[config.mk]
export PLATFORM = sky130hd
export DESIGN_NAME = programmable_divider
export DESIGN_NICKNAME = d
export VERILOG_FILES = /design/src/rtl/programmable_divider.sv
export SDC_FILE = /design/constraint.sdc
export NUM_CORES = 1
export LEC_CHECK = 0
export ABC_AREA = 1
export CAP_MARGIN = 20
export CORE_MARGIN = 5
export CORE_UTILIZATION = 54
export CTS_BUF_LIST = sky130_fd_sc_hd__clkbuf_4
export CTS_CLUSTER_DIAMETER = 40
export DETAILED_ROUTE_END_ITERATION = 16
export GPL_TIMING_DRIVEN = 0
export PLACE_DENSITY = 0.89
export SLEW_MARGIN = 20
export SYNTH_ARGS = -nofsm -noshare
export SYNTH_HDL_FRONTEND = slang
export SYNTH_SLANG_ARGS = --single-unit
[constraint.sdc]
create_clock -name clk -period 2.7 [get_ports clk]
set_clock_uncertainty 0.2 [all_clocks]
set_input_delay 0.405 -clock clk [delete_from_list [all_inputs] [get_ports clk]]
set_output_delay 0.405 -clock clk [all_outputs]
set_load 0.01 [all_outputs]
[src/rtl/programmable_divider.sv]
// ============================================================================
// Module   : programmable_divider
// Purpose  : Divides clk by a divisor latched only at period boundaries,
//            producing a glitch-free divided waveform plus tick/reload pulses.
// Revision : 1.0 - initial release
// ============================================================================
`default_nettype none

module programmable_divider #(
    parameter int               WIDTH   = 8,
    parameter int               MIN_DIV = 2,
    parameter logic [WIDTH-1:0] RST_DIV = 8'b01111111
) (
    input  logic             clk,
    input  logic             rst,
    input  logic             en,
    input  logic [WIDTH-1:0] div_in,
    output logic             div_out,
    output logic             tick,
    output logic             reload,
    output logic [WIDTH-1:0] active_div,
    output logic [WIDTH-1:0] count
);

    localparam logic [WIDTH-1:0] c_min_div = WIDTH'(MIN_DIV);
    localparam logic [WIDTH-1:0] c_one     = WIDTH'(1);

    typedef enum logic [1:0] {
        IDLE = 2'd0,
        RUN  = 2'd1,
        STOP = 2'd2
    } state_t;

    state_t           r_state;
    logic [WIDTH-1:0] w_dc;
    logic [WIDTH:0]   w_high;
    logic [WIDTH-1:0] w_count_inc;
    logic             w_terminal;
    logic             w_next_high;

    always_comb begin
        w_dc        = (div_in < c_min_div) ? c_min_div : div_in;
        // High time is ceil(D/2); the extra bit keeps D = 2^WIDTH-1 exact.
        w_high      = ({1'b0, active_div} + {{WIDTH{1'b0}}, 1'b1}) >> 1;
        w_count_inc = count + c_one;
        w_terminal  = (count == (active_div - c_one));
        w_next_high = ({1'b0, w_count_inc} < w_high);
    end

    always_ff @(posedge clk) begin
        if (rst) begin
            r_state    <= IDLE;
            count      <= '0;
            div_out    <= 1'b0;
            tick       <= 1'b0;
            reload     <= 1'b0;
            active_div <= RST_DIV;
        end else begin
            tick   <= 1'b0;
            reload <= 1'b0;
            case (r_state)
                IDLE: begin
                    count   <= '0;
                    div_out <= 1'b0;
                    if (en) begin
                        r_state    <= RUN;
                        active_div <= w_dc;
                        reload     <= (w_dc != active_div);
                        tick       <= 1'b1;
                        div_out    <= 1'b1;
                    end
                end
                RUN, STOP: begin
                    if (w_terminal) begin
                        count <= '0;
                        if (en) begin
                            r_state    <= RUN;
                            active_div <= w_dc;
                            reload     <= (w_dc != active_div);
                            tick       <= 1'b1;
                            div_out    <= 1'b1;
                        end else begin
                            // Period in which en fell has completed: park low.
                            r_state <= IDLE;
                            div_out <= 1'b0;
                        end
                    end else begin
                        count   <= w_count_inc;
                        div_out <= w_next_high;
                        r_state <= en ? RUN : STOP;
                    end
                end
                default: begin
                    r_state <= IDLE;
                    count   <= '0;
                    div_out <= 1'b0;
                end
            endcase
        end
    end

endmodule

`default_nettype wire

**After elaboration in Yosys (flattened, before gate mapping)**

Index checks and enable logic that the tools add are counted.

- $add $sub $neg: 3
- Order comparisons: 2
- Eq/ne operators: 6
- Muxes and demuxes: 17
- Bitwise logic cells: 1
- Reductions and logical operators: 5

Operator list:

| operator | number |
|---|---|
| $mux W8 | 3 |
| $pmux W8 S2 | 1 |
| $add A8 B1 Y9 const B | 1 |
| $add A8 B1 Y8 const B | 1 |
| $eq A8 B8 Y1 | 1 |
| $lt A8 B2 Y1 const B | 1 |
| $lt A8 B8 Y1 | 1 |
| $ne A8 B8 Y1 | 1 |
| $sub A8 B1 Y8 const B | 1 |
| $mux W1 | 6 |
| $mux W2 | 3 |
| $pmux W1 S2 | 3 |
| $ne A2 B2 Y1 const B | 2 |
| $pmux W2 S2 | 1 |
| $reduce_or A3 Y1 | 1 |
| $eq A2 B1 Y1 const B | 1 |
| $eq A2 B2 Y1 const B | 1 |
| $logic_not A2 Y1 | 1 |
| $reduce_and A2 Y1 | 1 |
| $reduce_bool A2 Y1 | 1 |
| $reduce_or A2 Y1 | 1 |
| $not A1 Y1 | 1 |

- Register bits: 21
- Bits of input ports: 11
- Output and inout bits: 19
- Word-level logic and storage cells: 40

**Logic depth before layout (Yosys ltp)**

Gate-level depths: netlist of run 1.

- Depth after elaboration: 6
- Depth in mapped cells: 14
- Gate-level depth less buffers: 14

**Least setup slack after synthesis of run 1**

No wires, ideal clock.

- Path type: flip-flop to flip-flop
- From: register active_div[0]
- To: register div_out
- Library setup time: 121 ps
- Arrival time: 1912 ps
- Data required time: 2379 ps
- Path slack: 468 ps
- Cell stages (with the launch flop): 10
- Buffers on the path: 0
- Clock period less this slack: 2232 ps
- Path through: dfxtp_1 > inv_1 > nor3_1 > nand3_1 > nor3b_1 > xor2_1 > ha_1 > nand3_1 > o2111ai_1 > nand2_1

- Longest elaborated chain between the ends: 4
- Elaborated cells on any way between the ends: 6
- Those cells by class: add/sub (2); order compare (1); eq/ne (1); mux (2)

Ends and longest elaborated chain:

| element | line | text |
|---|---|---|
| from (decl) | 21 | `output logic [WIDTH-1:0] active_div,` |
| from (signal assigned) | 67 | `active_div <= w_dc;` |
| from (signal assigned) | 78 | `active_div <= w_dc;` |
| $add A8 B1 Y9 or $sub A8 B1 Y8 (tied branches) | 44, 46 |  |
| $lt A8 B8 Y1 or $eq A8 B8 Y1 (tied branches) | 47, 46 |  |
| $mux W1 (*) | 74 | `if (w_terminal) begin` |
| $pmux W1 S2 (*) | 61 | `case (r_state)` |
| to (signal assigned) | 89 | `div_out <= w_next_high;` |
| to (decl) | 18 | `output logic div_out,` |

Mark *: on every way between the ends. The rest lies on a longest branch, timed or not.
A chain may end at the register's enable or synchronous reset.

**Final worst setup path of run 1**

Same ends and word-level chain as after synthesis.

==> run_results.csv, run 1 <==
group,metric,value,unit
run_status,status,"completed",
route,drtIter0Drc,75,
sta,rsz0062_at_grt,"false",
worst_setup_path,critPathLaunchType,"flop",
worst_setup_path,slowest_delay,0.43,ns
floorplanning,fp.dieW,64.16,µm
route,finalWirelength,3396,µm
sta,hold_violations,0,
power_and_ir_drop,vdd_drop_max,0.3551,mV
placement,dpl_cell_area,1913,µm²
worst_setup_path,cp-end-kind,"flop",
route,vias,1487,
worst_setup_path,cp_top_family,"simple AND/OR/NAND/NOR gates",
placement,pre_cts_slack,0.2967,ns
cts,clockRootBuffer,"clkbuf_4",
route,ant_nets,0,
route,vias_per_cell,5.292,
floorplanning,coreArea,2781,µm²
cts,cts_resized,0,
cts,cts_buffer_depth,2,
global_route,first_global_vias,1375,
power_and_ir_drop,pwr_density_cell,427.4,nW/µm²
finish,areaGrowthSynthToFinish,22.67,%
worst_setup_path,worstReg2RegStart,"active_div[0]",
yosys,yosys_warnings,0,
floorplanning,row_count,19,
worst_setup_path,cp.arrival,2.52,ns
finish,nFillCells,239,
finish,layout_common_cells,"45 x nand2_1, 29 x clkdlybuf4s50_1, 26 x nand3_1, 21 x inv_1, 21 x dfxtp_1",
floorplanning,die_h,64.16,µm
worst_setup_path,crit_type,"reg2reg",
worst_setup_path,slowest_stage,"dfxtp_1",
route,first_pass_iters,4,
sta,finalSetupViolCount,0,
cts,cts_buffers,3,
worst_setup_path,rrSetupSlack,0.23,ns
sta,slew_viol_final,0,
min_path,min_from,"r_state[1]",
floorplanning,ios,30,
sta,fmax,0.4048,GHz
yosys,synth_fp_nets,240,
power_and_ir_drop,total_power,0.8305,mW
worst_setup_path,startpoint,"active_div[0]",
finish,nNetsFinal,274,
yosys,synth.distinct_cells,33,
global_route,groute.usage.overall,17.01,%
floorplanning,start_util,56.95,%
min_path,worstHoldPathType,"reg2reg",
cts,post-cts-setup-buffers,0,
finish,multi_input_area,1033,µm²
placement,numPortBuffers,29,
cts,h-tree-depth,1,
global_route,gr-total-overflow,0,
placement,gp_congestion,0.8294,
sta,fin_crit,2.471,ns
yosys,syn_area,1584,µm²
yosys,syn-instance-count,217,
cts,cts_tree,"built",
placement,dp_hpwl,2739,µm
global_route,grt_max_degree,12,
finish,seq_area,420.4,µm²
cts,clock-sinks,21,
finish,antenna_cells,0,
floorplanning,dieArea,4117,µm²
route,wl_per_cell,12.09,µm
global_route,grt_antenna_before_repair,0,
worst_setup_path,crit_buf_inv,1,
yosys,syn_area_per_cell,7.300,µm²
power_and_ir_drop,p_leak,0.8655,nW
cts,clk_latency,0.30,ns
sta,finalCritPeriodShare,91.50,%
sta,max_slew.worst_pin.slew,0.3223,ns
route,drc,0,
job,maxCapViolations,0,
worst_setup_path,cp.required,2.75,ns
cts,hold_buffers,0,
cts,path_clk_slew,0.12,ns
worst_setup_path,crit_fanout,6,
sta,tns,0,ns
yosys,yosys_register_bits,21,
finish,drive_above_1_share,10.00,%
finish,mostFrequentLayoutCell,"nand2_1",
worst_setup_path,crit_chain,"inv_1, nor3_1, nand3_1, nor3b_1, xor2_1, ha_1, a31oi_1, o2111ai_1, nand2_1",
yosys,seq_area_frac_synth,26.54,%
finish,finalInstanceArea,1943,µm²
sta,max_slew_margin,78.35,%
global_route,grt_pass1_wl,5823,µm
sta,setup_slack,0.2294,ns
registers in the layout, indices dropped and copies added, names as in the netlist:
register and flops:
r_state 2, tick 1, reload 1, div_out 1
count 8, active_div 8
worst paths after layout:
| kind | endpoint | cells past startpoint |
|---|---|---|
| worst min register to register | r_state[1] | 2 |
| worst max register to register | div_out | 9 |
| worst min-delay path | r_state[1] | 2 |
| worst max-delay path | div_out | 9 |
synthesized netlist by cell type, drive strengths merged:
| master | instances | area [µm²] |
|---|---|---|
| xor2 | 10 | 87.58 |
| o21a | 1 | 7.510 |
| nor4 | 2 | 12.51 |
| a31oi | 1 | 6.260 |
| nand3 | 29 | 167.7 |
| o2111ai | 1 | 8.760 |
| clkinv | 1 | 3.750 |
| nand3b | 4 | 30.03 |
| dfxtp | 21 | 420.4 |
| nand2 | 48 | 197.7 |
| xnor2 | 10 | 87.58 |
| a21oi | 6 | 41.29 |
| ha | 12 | 150.1 |
| nand4 | 6 | 37.54 |
| and2 | 1 | 6.260 |
| o22ai | 1 | 6.260 |
| o21ai | 3 | 15.01 |
| nor2 | 24 | 133.9 |
| buf | 5 | 36.28 |
| inv | 24 | 90.09 |
| nor3b | 1 | 7.510 |
| nor3 | 6 | 30.03 |
metrics by stage:
stage	utilization (%)	hold slack, ns	cells
CTS	69.86	0.2947	281
detailed placement	68.78	0.2773	277
global placement	68.78	0.2739	277
floorplan	-	0.2540	217
global route	69.86	0.3218	281
finish	69.86	0.2873	281
power breakdown:
part | switching (mW) | internal, mW
sequential | 0.0203 | 0.331
combinational | 0.175 | 0.142
clock | 0.0952 | 0.0676
total | 0.290 | 0.540
layer usage:
layer	wire length, µm	GRT usage [%]	part of all wire (%)	vias up
li1	-	-	-	777
met1	1520	21.53	45	668
met2	1673	29.77	49	37
met3	166	2.452	4.9	5
met4	36	4.835	1.1	0
met5	0	0	0	-
cells by family (layout without fill, tap and decap cells):
family                     Yosys count  in the layout  synth area share, %
and+or+nand+nor                    121            121                39.34
xor gates and xnor gates            20             20                11.06
AOI/OAI and AO/OA                   13             13                5.372
adders and majority gates           12             12                9.478
DFF                                 21             21                26.54
buffers and inverters               30             63                8.215
tightest hold or removal path, delay by kind of cell (launching register included):
family	cells	cell delay (ns)
DFF	1	0.34
and+or+nand+nor	1	0.06
AOI/OAI and AO/OA	1	0.05
area by class of cell:
type / count / share of cell area, %
Clock buffer: 4 / 1.545
Multi-Input combinational cell: 166 / 53.19
Inverter: 25 / 4.829
Timing Repair Buffer: 29 / 14.94
Sequential cell: 21 / 21.64
Buffer: 5 / 1.867
Tap cell: 31 / 1.996
Power figures use the tool's default switching activity.
==> run 2: changes to the inputs <==
--- a/config.mk
+++ b/config.mk
@@ -10,7 +10,6 @@
 export CORE_MARGIN = 5
 export CORE_UTILIZATION = 54
 export CTS_BUF_LIST = sky130_fd_sc_hd__clkbuf_4
-export CTS_CLUSTER_DIAMETER = 40
 export DETAILED_ROUTE_END_ITERATION = 16
 export GPL_TIMING_DRIVEN = 0
 export PLACE_DENSITY = 0.89
==> results of run 2 <==
No change in the layout: final DEF, timing and power equal those of run 1.
